==> config.mk <==
export PLATFORM = sky130hd
export DESIGN_NAME = phase_timer
export DESIGN_NICKNAME = d
export VERILOG_FILES = /design/src/rtl/tl_pkg.sv /design/src/rtl/sat_counter.sv /design/src/rtl/phase_timer.sv
export SDC_FILE = /design/constraint.sdc
export NUM_CORES = 1
export LEC_CHECK = 0
export CAP_MARGIN = 20
export CORE_MARGIN = 2
export CORE_UTILIZATION = 48
export CTS_BUF_LIST = sky130_fd_sc_hd__clkbuf_4 sky130_fd_sc_hd__clkbuf_8
export DETAILED_ROUTE_END_ITERATION = 8
export PLACE_DENSITY_LB_ADDON = 0.25
export SETUP_SLACK_MARGIN = 0.1
export SYNTH_ARGS = -nofsm -noshare
export SYNTH_HDL_FRONTEND = slang
export SYNTH_SLANG_ARGS = --single-unit
==> constraint.sdc <==
create_clock -name clk_1hz -period 3.1 [get_ports clk_1hz]
set_input_delay 0.465 -clock clk_1hz [delete_from_list [all_inputs] [get_ports clk_1hz]]
set_output_delay 0.465 -clock clk_1hz [all_outputs]
set_load 0.05 [all_outputs]
==> src/rtl/tl_pkg.sv <==
// Shared traffic-light definitions: state encodings and phase classifiers.
// The state FSM and the phase timer both import this package.
package tl_pkg;
  localparam int STATE_W = 3;

  localparam logic [STATE_W-1:0] S0 = 3'd0;
  localparam logic [STATE_W-1:0] S1 = 3'd1;
  localparam logic [STATE_W-1:0] S2 = 3'd2;
  localparam logic [STATE_W-1:0] S3 = 3'd3;

  function automatic logic is_green(input logic [STATE_W-1:0] s);
    return (s == S0) || (s == S2);
  endfunction

  function automatic logic is_yellow(input logic [STATE_W-1:0] s);
    return (s == S1) || (s == S3);
  endfunction
endpackage

==> src/rtl/sat_counter.sv <==
// Saturating up-counter with synchronous clear and count enable.
// Clear and enable together restart counting from one; clear alone parks at zero.
module sat_counter #(
  parameter int W = 8
) (
  input  logic         clk,
  input  logic         rst,
  input  logic         i_clr,
  input  logic         i_en,
  output logic [W-1:0] o_q
);
  logic [W-1:0] r_q;
  logic [W-1:0] w_base;

  assign w_base = i_clr ? '0 : r_q;
  assign o_q    = r_q;

  always_ff @(posedge clk) begin
    if (rst)
      r_q <= '0;
    else if (!i_en)
      r_q <= w_base;
    else if (&w_base)
      r_q <= w_base;
    else
      r_q <= w_base + 1'b1;
  end
endmodule

==> src/rtl/phase_timer.sv <==
// Per-phase duration timer: raises the green/yellow done strobes for the state FSM,
// grants one pedestrian green extension per phase and drives the display countdown.
import tl_pkg::*;

module phase_timer #(
  parameter int GREEN_TIME  = 10,
  parameter int YELLOW_TIME = 3,
  parameter int PED_EXT     = 5,
  parameter int CNT_W       = 8
) (
  input  logic               clk_1hz,
  input  logic               rst,
  input  logic [STATE_W-1:0] state,
  input  logic               emergency_A,
  input  logic               emergency_B,
  input  logic               ped_req,
  output logic               time1,
  output logic               time2,
  output logic [CNT_W-1:0]   remaining,
  output logic               ped_ack
);
  localparam logic [CNT_W-1:0] LIM_G    = CNT_W'(GREEN_TIME);
  localparam logic [CNT_W-1:0] LIM_GX   = CNT_W'(GREEN_TIME + PED_EXT);
  localparam logic [CNT_W-1:0] LIM_Y    = CNT_W'(YELLOW_TIME);
  localparam logic [CNT_W-1:0] PED_LAST = CNT_W'(GREEN_TIME - 1);

  if (GREEN_TIME < 1 || YELLOW_TIME < 1 || PED_EXT < 0 ||
      GREEN_TIME + PED_EXT > (1 << CNT_W) - 1) begin : g_bad_params
    $error("phase_timer: phase lengths do not fit CNT_W");
  end

  logic [STATE_W-1:0] r_prev;
  logic               r_ext;
  logic               r_ped_ack;
  logic [CNT_W-1:0]   w_cnt;
  logic               w_green, w_yellow, w_emerg, w_restart;
  logic               w_ext_eff, w_grant, w_done;
  logic [CNT_W-1:0]   w_elapsed, w_limit;

  assign w_green   = is_green(state);
  assign w_yellow  = is_yellow(state);
  assign w_emerg   = emergency_A | emergency_B;
  assign w_restart = (state != r_prev) | w_emerg;
  assign w_elapsed = w_restart ? '0 : w_cnt;
  assign w_limit   = w_green ? (r_ext ? LIM_GX : LIM_G) : LIM_Y;
  assign w_done    = (w_elapsed == w_limit - 1'b1);

  // Emergency parks the count at zero so the forced phase runs its full length on release.
  sat_counter #(.W(CNT_W)) u_cnt (
    .clk   (clk_1hz),
    .rst   (rst),
    .i_clr (w_restart),
    .i_en  (!w_emerg),
    .o_q   (w_cnt)
  );

  assign w_ext_eff = r_ext & !w_restart;
  assign w_grant   = w_green & !w_emerg & !w_ext_eff & ped_req & (w_elapsed < PED_LAST);

  assign time1     = !rst & !w_emerg & w_green  & w_done;
  assign time2     = !rst & !w_emerg & w_yellow & w_done;
  assign remaining = ((w_green | w_yellow) & !w_emerg & !rst) ? w_limit - w_elapsed : '0;
  assign ped_ack   = r_ped_ack;

  always_ff @(posedge clk_1hz) begin
    if (rst) begin
      r_prev    <= S0;
      r_ext     <= 1'b0;
      r_ped_ack <= 1'b0;
    end else begin
      r_prev    <= state;
      r_ped_ack <= w_grant;
      if (w_grant)
        r_ext <= 1'b1;
      else if (w_restart)
        r_ext <= 1'b0;
    end
  end
endmodule
==> results of run 1 <==
## Yosys cell counts, drive strengths merged, types with 4 or more instances
cell type / instances
a21oi: 7
buf: 4
clkbuf: 4
dfxtp: 13
nand2: 6
nand3: 4
nand4: 4
nor2: 16
nor2b: 4
nor3: 6
o211ai: 4
o21ai: 9
xnor2: 4
xor2: 4
## logic make-up after synthesis
group / after synthesis / share of synthesized area
buffers and inverters: 10 / 0.0441
flip-flops: 13 / 0.262
adder cells (fa/ha/maj): 3 / 0.0378
AND/OR/NAND/NOR: 62 / 0.344
multiplexers: 1 / 0.0101
XOR/XNOR: 8 / 0.0782
AO/OA/AOI/OAI: 33 / 0.223
## metrics by stage
stage | hold slack (ns) | cells | setup slack, ns | util
after floorplan | 0.514 | 130 | -0.0561 | -
after global placement | 0.556 | 192 | -0.480 | 0.827
after detailed placement | 0.579 | 192 | -0.527 | 0.827
after CTS | 0.455 | 215 | -0.0830 | 0.938
## repair_timing
item	in CTS
buffers inserted	19
gates resized for setup	28
endpoints found under the setup margin	8
pin swaps	17
gates cloned	0
==> metrics.cfg, run 1 <==
[cts]
clkSinkCount=13
hold_buffers=0
cts-buffers-inserted=3
htree_num_levels=1
clockBufferDepth=2
cts_root_buf=clkbuf_4

[timing]
worst_endpoint=remaining[6]
endpoint_type=output port

[placement]
port_buffers=18
dpl-instance-area_mm2=0.00162
detailed_place_hpwl_um=2560
gp_congestion=0.902

[synth]
synth_warnings=0
synthesis.area_um2=992
seq_area_frac_synth=0.262
netlist_instances=130
synth_cell_type_count=39
yosysTopAreaCellShare=0.262
synth-edff-count=0
avgSynthCellArea_um2=7.63
synth-seq-cells=13
ys.flop_type=dfxtp_1
synth_area_leaders=dfxtp_1 (26%), nor2_1 (6.1%), o21ai_0 (4.0%)
synthArstFlopShare=0
yosysTopAreaCell=dfxtp_1
syn_nets=141

[die]
die_w_um=49.5
start_util=0.506
die_h_um=49.5
std_cell_rows=16
io_pins=19

[outcome]
outcome=stopped before the end
stop_stage=5_1_grt
error=[ERROR DPL-0038] Utilization greater than 100%, impossible to legalize

[global_route]
grt_max_degree=12

==> run 2: changes to the inputs <==
- CORE_AREA: not set -> 2 2 63 65
- CORE_MARGIN: 2 -> not set
- CORE_UTILIZATION: 48 -> not set
- CTS_BUF_LIST: sky130_fd_sc_hd__clkbuf_4 sky130_fd_sc_hd__clkbuf_8 -> not set
- DIE_AREA: not set -> 0 0 65 67
- PLACE_DENSITY_LB_ADDON: 0.25 -> 0.15
- SETUP_SLACK_MARGIN: 0.1 -> not set
- clock period: 3.1 -> 4 ns (I/O delays scaled with it)
==> run 2 against run 1 <==
The run now ends clean. Area after synthesis unchanged. Synthesized cell count unchanged.
==> metrics.cfg, run 2 <==
[timing]
finalCriticalPeriod_ns=3.87
slew_violations=0
fin_skew_ns=0.00498
hold_viol=0
whs_ns=0.576
setup_viol=0
timing.final.crit_share=0.967
fin_tns_setup_ns=0
worst_pin_slew_ns=0.690
maxClockFrequency_mhz=259
relSlewSlack=0.536

[critical_path]
r2r-end=u_cnt.o_q[0]
crit_start=state[2]
r2r-start=u_cnt.o_q[4]
r2r_setup_slack_ns=2.30
crit_family=simple AND/OR/NAND/NOR gates
arrival_ns=3.27
critPathMaxFanout=4
worst_r2r_path_depth=4
critPathLaunchType=input pin
critPathBufInv=3
endpoint_kind=primary output
max_stage_delay_ns=0.50
crit_top_cell=ha_2
crit_slowest_cell=or4_1
critical_path_class=input pin to primary output
timing.critical_path.cells=clkdlybuf4s50_1 -> xnor2_1 -> and4_1 -> and2_4 -> ha_2 -> ha_2 -> nor4b_2 -> buf_4 -> o211ai_1 -> or4_1 -> o311ai_2 -> clkbuf_16
critPathRequiredTime_ns=3.40

[cells_and_area]
mostFrequentLayoutCells=nor2_1 (16), dfxtp_1 (13), buf_4 (13)
diodes=0
fill_cells=370
final_cells=204
layout_commonest_cell=nor2_1
layout.nets=168
largest_register_ffs=8
area_growth_syn_to_layout_pct=49.1
drive_gt1_frac=0.244

[routing]
wire_per_inst_um=13.6
via_count=1096
drc=0
routed_wl_um=2770
ant_nets=0
first_pass_iters=4
first_iter_violations=56
vias_per_cell=5.37

[global_route]
grt_pass1_vias=975
grt_overflow=0
grt_pass1_wl_um=4570
grt_max_degree=12
grt_antenna_before_repair=0
grtUsageTotal=0.137

[job]
max_cap_viol_count=0

[cts]
cts-buffers-inserted=3
cts_root_buf=clkbuf_8
htree_num_levels=1
clkLatencyLatePin_ns=0.25
clockBufferDepth=2
cts_tree=built
clkSinkCount=13
clkTransAtPathRegs_ns=0.06
hold_buffers=0

[synth]
synth_warnings=0
syn_nets=141
synth_most_common_cell=nor2_1
synthArstFlopShare=0
yosysTopAreaCellShare=0.262
synthesis.area_um2=992
netlist_top_cells_count=nor2_1 (16), dfxtp_1 (13), o21ai_0 (8), a21oi_1 (7)
synth-edff-count=0
ys.flop_type=dfxtp_1
synth_area_leaders=dfxtp_1 (26%), nor2_1 (6.1%), o21ai_0 (4.0%)
synth-seq-cells=13
netlist_instances=130
avgSynthCellArea_um2=7.63
yosysTopAreaCell=dfxtp_1
synth_cell_type_count=39
seq_area_frac_synth=0.262

[die]
io_pins=19
start_util=0.275
std_cell_rows=22
die_h_um=67
dieArea_mm2=0.00436
core_mm2=0.00361
die_w_um=65

[placement]
gp_congestion=0.758
detailed_place_hpwl_um=2190
dp_cells=199
port_buffers=18

[outcome]
outcome=complete, no violations

[power_and_ir_drop]
p_leak_nw=0.521
powerDensity_mw_per_mm2=207
ir_drop_mv=0.110

[hold_path]
hp-start=u_cnt.o_q[7]
hold_depth=2
hold_class=register to register
hold_end=u_cnt.o_q[7]

==> run 2: cell counts after synthesis <==
Identical to the previous run, type by type.
==> run 2: layout make-up <==
| class | instances | area [µm²] | area share |
|---|---|---|---|
| Inverter | 2 | 7.51 | 0.00508 |
| Sequential cell | 13 | 260 | 0.176 |
| Tap cell | 48 | 60.1 | 0.0406 |
| Clock inverter | 1 | 5.00 | 0.00338 |
| Multi-Input combinational cell | 107 | 737 | 0.498 |
| Clock buffer | 3 | 41.3 | 0.0279 |
| Timing Repair Buffer | 30 | 368 | 0.249 |
==> run 2: power breakdown <==
part	total (mW)	internal [mW]	switching, mW	leakage (nW)
Sequential	0.134	0.132	0.00183	0.106
Clock	0.118	0.0689	0.0492	0.0255
Combinational	0.0547	0.0268	0.0278	0.390
==> run 2: worst max-delay path by stage <==
| stage | end | slack (ns) | cells after the start |
|---|---|---|---|
| 4_1_cts | remaining[6] | 0.04 | 12 |
| 2_1_floorplan | remaining[5] | 0.21 | 10 |
| 6_report | remaining[6] | 0.13 | 12 |
| 3_5_place_dp | remaining[6] | 0.05 | 12 |
| 3_3_place_gp | remaining[4] | 0.10 | 12 |
| 5_1_grt | remaining[6] | -0.02 | 12 |
==> run 2: per-stage QoR <==
stage | power (mW) | setup WS (ns) | util | area [µm²]
floorplan | 0.162 | 0.207 | - | 1020
global placement | 0.189 | 0.102 | 0.387 | 1390
detailed placement | 0.189 | 0.0513 | 0.387 | 1390
CTS | 0.306 | 0.0361 | 0.399 | 1440
global route | 0.322 | -0.0233 | 0.410 | 1480
finish | 0.306 | 0.133 | 0.410 | 1480
==> run 2: cells by family after synthesis <==
logic type,share of synthesized area
xor+xnor,0.0782
flops,0.262
mux,0.0101
buf+inv,0.0441
simple gates,0.344
compound gates,0.223
fa+ha+maj,0.0378
==> run 2: metal layers <==
layer,share of wire,global-route usage
met5,0,0
met4,0.018,0.0638
met3,0.046,0.0101
met2,0.48,0.232
met1,0.46,0.175
==> run 2: what timing repair did <==
action / 4_1_cts / 5_1_grt
gates resized for setup: 0 / 8
setup endpoints to repair: 0 / 2
buffers inserted: 0 / 1
==> run 2: worst reg2reg max path, cell delays in order (launching register included) <==
cell and delay (ns):
dfxtp_1 0.57, nand4_1 0.24, nor2_1 0.27, nand3_1 0.17, a2111oi_2 0.37
(Power assumes the default switching activity.)
